File: src/rtl/serial_frame_controller_if.sv
// rtl/serial_frame_controller_if.sv - serial line, count read-back and shift-enable bundle for the frame controller
interface serial_frame_controller_if #(
    parameter int NUM_BITS = 4
);
    logic                clkEN;
    logic                SerIn;
    logic [NUM_BITS-1:0] NumData;
    logic                sh_enP;
    logic                sh_enD;
    logic                data_valid;
    logic                done;
    logic                busy;

    modport master (
        output clkEN, SerIn, NumData,
        input  sh_enP, sh_enD, data_valid, done, busy
    );

    modport slave (
        input  clkEN, SerIn, NumData,
        output sh_enP, sh_enD, data_valid, done, busy
    );
endinterface

File: src/rtl/serial_frame_controller.sv
// rtl/serial_frame_controller.sv - start-bit detect and port/count/payload sequencing FSM for the serial receive path
module serial_frame_controller #(
    parameter int PORT_BITS = 2,
    parameter int NUM_BITS  = 4,
    parameter int CNT_W     = 4
) (
    input  logic                        clock,
    input  logic                        reset,
    serial_frame_controller_if.slave    bus
);
    typedef enum logic [2:0] {
        S_IDLE = 3'd0,
        S_PORT = 3'd1,
        S_NUM  = 3'd2,
        S_DATA = 3'd3,
        S_DONE = 3'd4
    } state_t;

    localparam logic [CNT_W-1:0] PORT_LAST = CNT_W'(PORT_BITS - 1);
    localparam logic [CNT_W-1:0] NUM_LAST  = CNT_W'(NUM_BITS - 1);

    state_t           r_state;
    state_t           w_next;
    logic [CNT_W-1:0] r_cnt;
    logic [CNT_W-1:0] w_cnt_next;
    logic [CNT_W-1:0] w_num_ext;
    logic [CNT_W-1:0] w_data_last;
    logic             w_num_zero;

    assign w_num_ext   = CNT_W'(bus.NumData);
    assign w_data_last = w_num_ext - CNT_W'(1);
    assign w_num_zero  = (bus.NumData == '0);

    always_ff @(posedge clock or negedge reset) begin
        if (!reset) begin
            r_state <= S_IDLE;
            r_cnt   <= '0;
        end else begin
            r_state <= w_next;
            r_cnt   <= w_cnt_next;
        end
    end

    always_comb begin
        w_next     = r_state;
        w_cnt_next = r_cnt;
        case (r_state)
            S_IDLE: begin
                if (bus.clkEN && !bus.SerIn) begin
                    w_next     = S_PORT;
                    w_cnt_next = '0;
                end
            end
            S_PORT: begin
                if (bus.clkEN) begin
                    if (r_cnt == PORT_LAST) begin
                        w_next     = S_NUM;
                        w_cnt_next = '0;
                    end else begin
                        w_cnt_next = r_cnt + CNT_W'(1);
                    end
                end
            end
            S_NUM: begin
                if (bus.clkEN) begin
                    if (r_cnt == NUM_LAST) begin
                        w_next     = S_DATA;
                        w_cnt_next = '0;
                    end else begin
                        w_cnt_next = r_cnt + CNT_W'(1);
                    end
                end
            end
            S_DATA: begin
                // An empty payload still spends one slot here so done always follows DATA
                if (bus.clkEN) begin
                    if (w_num_zero || r_cnt == w_data_last) begin
                        w_next     = S_DONE;
                        w_cnt_next = '0;
                    end else begin
                        w_cnt_next = r_cnt + CNT_W'(1);
                    end
                end
            end
            S_DONE: begin
                if (bus.clkEN) begin
                    w_next     = S_IDLE;
                    w_cnt_next = '0;
                end
            end
            default: begin
                w_next     = S_IDLE;
                w_cnt_next = '0;
            end
        endcase
    end

    assign bus.sh_enP     = (r_state == S_PORT);
    assign bus.sh_enD     = (r_state == S_NUM);
    assign bus.data_valid = (r_state == S_DATA) && !w_num_zero;
    assign bus.done       = (r_state == S_DONE);
    assign bus.busy       = (r_state == S_PORT) || (r_state == S_NUM) ||
                            (r_state == S_DATA) || (r_state == S_DONE);
endmodule

File: src/flat_wrapper.sv
// flat-port wrapper written by rule: the top's interface ports become plain ports
module serial_frame_controller_flat 
#(
    parameter int PORT_BITS = 2,
    parameter int NUM_BITS  = 4,
    parameter int CNT_W     = 4
)
  (clock, reset, bus_clkEN, bus_SerIn, bus_NumData, bus_sh_enP, bus_sh_enD, bus_data_valid, bus_done, bus_busy);
  serial_frame_controller_if #(.NUM_BITS(NUM_BITS)) bus_i ();
  input  logic clock;
  input  logic reset;
  input wire logic [$bits(bus_i.clkEN)-1:0] bus_clkEN;
  input wire logic [$bits(bus_i.SerIn)-1:0] bus_SerIn;
  input wire logic [$bits(bus_i.NumData)-1:0] bus_NumData;
  output wire logic [$bits(bus_i.sh_enP)-1:0] bus_sh_enP;
  output wire logic [$bits(bus_i.sh_enD)-1:0] bus_sh_enD;
  output wire logic [$bits(bus_i.data_valid)-1:0] bus_data_valid;
  output wire logic [$bits(bus_i.done)-1:0] bus_done;
  output wire logic [$bits(bus_i.busy)-1:0] bus_busy;
  assign bus_i.clkEN = bus_clkEN;
  assign bus_i.SerIn = bus_SerIn;
  assign bus_i.NumData = bus_NumData;
  assign bus_sh_enP = bus_i.sh_enP;
  assign bus_sh_enD = bus_i.sh_enD;
  assign bus_data_valid = bus_i.data_valid;
  assign bus_done = bus_i.done;
  assign bus_busy = bus_i.busy;
  serial_frame_controller #(.PORT_BITS(PORT_BITS), .NUM_BITS(NUM_BITS), .CNT_W(CNT_W)) u_core (.clock(clock), .reset(reset), .bus(bus_i));
endmodule
File: config.mk
export PLATFORM = sky130hd
export DESIGN_NAME = serial_frame_controller_flat
export DESIGN_NICKNAME = d
export VERILOG_FILES = /design/src/rtl/serial_frame_controller_if.sv /design/src/rtl/serial_frame_controller.sv /design/src/flat_wrapper.sv
export SDC_FILE = /design/constraint.sdc
export NUM_CORES = 1
export LEC_CHECK = 0
export ABC_AREA = 1
export CORE_MARGIN = 1.5
export CORE_UTILIZATION = 26
export DETAILED_ROUTE_END_ITERATION = 10
export PLACE_DENSITY = 0.49
export SLEW_MARGIN = 20
export SYNTH_ARGS = -nofsm -noshare
export SYNTH_HDL_FRONTEND = slang
export SYNTH_SLANG_ARGS = --single-unit
File: constraint.sdc
create_clock -name clock -period 2.6 [get_ports clock]
set_input_delay 0.52 -clock clock [delete_from_list [all_inputs] [get_ports clock]]
set_output_delay 0.52 -clock clock [all_outputs]
set_load 0.01 [all_outputs]
; Word level (Yosys, flattened, before mapping)
; Index checks and enable logic that the tools add are counted.
[classes]
bitwise_logic = 0
n_reduce_logical = 12
shifts = 0
n_mux = 18
n_addsub = 2
n_div = 0
n_lt_le_gt_ge = 0
multipliers = 0
n_eq_ne = 15
[op_table]
columns = op, count
row1 = two-way mux 4 bit, 8
row2 = two-way mux 3 bit, 8
row3 = case mux 4 bit (5 select lines), 1
row4 = case mux 3 bit (5 select lines), 1
row5 = "inequality test 2 x 1 -> 1 bit, second input constant", 4
row6 = "inequality test 2 bit, second input constant", 4
row7 = AND reduction 8 bit, 1
row8 = "== test 3 x 2 -> 1 bit, second input constant", 2
row9 = AND reduction 5 bit, 1
row10 = "adder 4 x 1 -> 4 bit, second input constant", 1
row11 = "== test 4 x 1 -> 1 bit, second input constant", 1
row12 = "== test 4 x 2 -> 1 bit, second input constant", 1
row13 = == test 4 bit, 1
row14 = logical NOT 4 bit, 1
row15 = logical OR 1 bit, 4
row16 = "subtractor 4 x 1 -> 4 bit, second input constant", 1
row17 = "== test 3 x 1 -> 1 bit, second input constant", 1
row18 = "== test 3 bit, second input constant", 1
row19 = logical NOT 3 bit, 1
row20 = logical AND 1 bit, 2
row21 = logical NOT 1 bit, 2
[totals]
memories = 0
register_bits = 7
mem_bits_ro = 0
latchBits = 0
elab_cells = 49
mem_bits_rw = 0

; Logic depth before layout (Yosys ltp)
[logic_depth]
word_depth = 6
mapped_depth = 13
mapped_depth_nobuf = 13

; Worst setup path after synthesis
; Ideal clock, no wire load.
[synth_timing]
kind = reg2out
startpoint = reg u_core.r_state[0]
endpoint = out bus_busy
t_arrival_ps = 1143
slack_ps = 937
n_path_buf = 0
path_stages_with_launch = 5
path_cell_list = dfrtp_1 -> inv_1 -> nor3_1 -> or2_1 -> or3_1
[synth_via]
elab_chain_cells = 4
elab_cells_between_ends = 7
cone_classes = 4 x eq/ne / 3 x reduce/logical
[synth_rtl]
columns = item, line_no
row1 = from (decl), serial_frame_controller.sv:22  ; state_t r_state;
row2 = from (signal assigned), serial_frame_controller.sv:39  ; r_state <= w_next;
row3 = == test 3 x 1 -> 1 bit, --
row4 = net bus_sh_enP, flat_wrapper.sv:15  ; output wire logic [$bits(bus_i.sh_enP)-1:0] bus_sh_enP;
row5 = logical OR 1 bit (2 in a row), serial_frame_controller.sv:102  ; assign bus.busy = (r_state == S_PORT) || (r_state == S_NUM) ||
row6 = logical OR 1 bit, serial_frame_controller.sv:103  ; (r_state == S_DATA) || (r_state == S_DONE);
row7 = to (decl), flat_wrapper.sv:19  ; output wire logic [$bits(bus_i.busy)-1:0] bus_busy;
; The timed path passes the listed nets, and every way through them passes these cells.

; Final worst setup path
[layout_timing]
startpoint = reg u_core.r_state[0]
endpoint = out bus_busy
[layout_via]
elab_chain_cells = 4
elab_cells_between_ends = 7
cone_classes = 4 x eq/ne / 3 x reduce/logical
[layout_rtl]
columns = item, line_no
row1 = == test 3 x 1 -> 1 bit or == test 3 x 2 -> 1 bit (tied branches), serial_frame_controller.sv:102
row2 = logical OR 1 bit (2 in a row), serial_frame_controller.sv:102
row3 = logical OR 1 bit *, serial_frame_controller.sv:103
; Every way passes the cells marked *; elsewhere a longest branch is shown, timed or not.

==> summary.txt <==
Worst setup path
  – Critical path peak fanout: 4
  – R2R Path Start: u_core.r_cnt[0]
  – R2r setup slk: 1.24 ns
  – Reg2reg path depth: 10
  – WP data required: 2.08 ns
  – Cell depth of the worst setup path: 5
  – Crit Path Category: reg2out
  – WP buf/inv: 2
  – Critical path cell sequence: inv_1 -> nor3_1 -> or2_1 -> or3_1 -> clkdlybuf4s50_1
  – Crit path capture type: primary output
  – Crit start category: flop
  – CP Data Arrival Time: 1.85 ns
  – CP top delay family: simple AND/OR/NAND/NOR gates
  – Slowest-stage cell, CP: clkdlybuf4s50_1
  – Worst R2R End: u_core.r_state[1]
  – Slowest stage delay, CP: 0.48 ns

Floorplanning
  – I/O Pins: 13
  – Core area: 0.00221 mm^2
  – Die height: 51.3 um
  – Die X: 51.3 um
  – Die area: 0.00263 mm^2
  – Num rows: 17
  – Initial Util: 0.274

Timing
  – Setup TNS Final: 0 ns
  – Final setup violation count: 0
  – Final hold slack: 0.521 ns
  – Unrepaired setup endpoints after global routing: false
  – Rel. slew slack: 0.776
  – Final Worst Setup Slack: 0.227 ns
  – Hold Violations, Final: 0
  – Slew Limit Fails: 0
  – Worst Tran Pin Value: 0.333 ns
  – Crit share post-route: 0.913
  – Min Tclk post-route: 2.37 ns
  – Max frequency: 421 MHz
  – Worst clock skew: 0.00440 ns

Hold path
  – Min-Delay Path Class: in2async

Logic synthesis
  – Mapped cell area: 606 um^2
  – Synthesized instance count: 92
  – Ys Warns: 0
  – Post-synth top area cell: dfrtp_1
  – Syn_nets: 104
  – Number of distinct library cells after synthesis: 21
  – Top cell type's share of synthesized area: 0.289
  – Sequential area share after synthesis: 0.289
  – Flops & latches, synth: 7
  – Main area contributors after synthesis: dfrtp_1, nand2_1, inv_1
  – Syn Area/Cell: 6.58 um^2

Global route
  – Largest net degree at the start of global routing: 9
  – GRT Total Usage: 0.111
  – Initial antenna violation count: 0
  – First-pass GRT wire length: 2180 um
  – Grt total ovfl: 0
  – Vias in the first global route: 530

Drt
  – Final wirelength: 1220 um
  – DR iter-0 viols: 11
  – Vias per inst: 4.10
  – Number of detailed-route iterations in the first pass: 4
  – Avg WL per Cell: 8.91 um
  – Post-route DRC violation count: 0
  – Post-DRT Antenna Nets: 0
  – Via count: 562

CTS
  – CTS buffer count: 3
  – CTS tree: yes
  – Cts repair resizes: 0
  – Clk root buf: clkbuf_4
  – Clk Latency, worst-skew pair: 0.25 ns
  – CTS Hold Bufs: 0
  – Clock sink count: 7
  – # H-tree levels: 1
  – Clock slew at the register clock pins of the worst setup and hold paths: 0.05 ns
  – Clock buffer depth: 2
  – Setup repair bufs after CTS: 0

Finish
  – Share of cells above drive strength 1: 0.0917
  – Area Overhead vs Synth: 31.8%
  – Ant diodes: 0
  – Final Cell Area: 798 um^2
  – # nets final: 122
  – Util after Layout: 0.361

Status
  – Status: finished, final reports clean

Power
  – Worst VDD drop: 0.392 mV
  – Pwr per Cell Area: 910 mW/mm^2
  – Total leakage power: 0.445 nW

Placed design
  – Post-DP Area: 768 um^2
  – RePlAce Congestion: 0.689
  – Number of port buffers: 12
  – DPL Wire Length: 1020 um
  – Pre-CTS setup slack: 0.0801 ns

Flow run
  – Maxcap violations: 0
-- state kept, by name, indices dropped and copies added, names as in the netlist --
name            cells
u_core.r_cnt        4
u_core.r_state      3
-- kinds of logic after synthesis --
logic type      after synthesis  synth area share
xor+xnor                      4            0.0578
simple gates                 55             0.411
mux                           1            0.0165
flops                         7             0.289
compound gates                2            0.0248
buf+inv                      19             0.118
fa+ha+maj                     4            0.0826
-- placed cells by master (no fill, tap or decap), types with 3 or more instances in the layout --
cell type and instances:
xor2_1 4, clkdlybuf4s50_1 11, dfrtp_1 7, clkbuf_4 3, nand3_1 3, nor3_1 3
nor2_1 6, ha_1 4, nand2_1 33, nand4_1 3, inv_1 17
-- synth_stat cells, drive strengths merged --
| library cell | instances |
|---|---|
| a31oi | 1 |
| and2 | 1 |
| clkinv | 1 |
| dfrtp | 7 |
| ha | 4 |
| inv | 18 |
| mux2i | 1 |
| nand2 | 35 |
| nand3 | 4 |
| nand3b | 1 |
| nand4 | 3 |
| nor2 | 6 |
| nor3 | 3 |
| o21ai | 1 |
| or2 | 1 |
| or3 | 1 |
| xor2 | 4 |
-- how the worst max path moves through the flow --
stage / slack (ns) / end / startpoint
final: 0.23 / bus_busy / u_core.r_state[0]
after global routing: 0.12 / bus_busy / u_core.r_state[0]
after CTS: 0.07 / bus_data_valid / bus_NumData[0]
after detailed placement: 0.08 / bus_data_valid / bus_NumData[0]
after global placement: 0.11 / bus_data_valid / bus_NumData[0]
after floorplan: 0.94 / bus_busy / u_core.r_state[0]
-- power by group --
part           switching [W]  internal [W]  leakage [nW]
Sequential         0.0000456      0.000151        0.0920
Clock              0.0000392     0.0000561        0.0177
Combinational       0.000242      0.000192         0.335
-- stage by stage --
stage	total power [W]	std cells
after floorplan	0.000489	92
after global placement	0.000640	133
after detailed placement	0.000641	133
after CTS	0.000742	137
after global routing	0.000813	137
final	0.000726	137
-- cell type report --
type / count / area [um^2]
clock buffer: 3 / 22.5
fill: 261 / 1410
tap: 28 / 35.0
multi-input combinational: 66 / 359
clock inverter: 1 / 5.00
sequential: 7 / 175
inverter: 19 / 71.3
timing repair buffer: 13 / 130
-- metal layers --
metal / part of all wire / vias to the layer above / wire length [um] / track usage
li1: - / 314 / - / -
met2: 0.43 / 6 / 520 / 0.169
met3: 0.026 / 2 / 32 / 0.0175
met4: 0.0082 / 0 / 10 / 0.0658
met5: 0 / - / 0 / 0
met1: 0.54 / 240 / 657 / 0.147
Note: power is estimated with default switching activity, not from simulation.
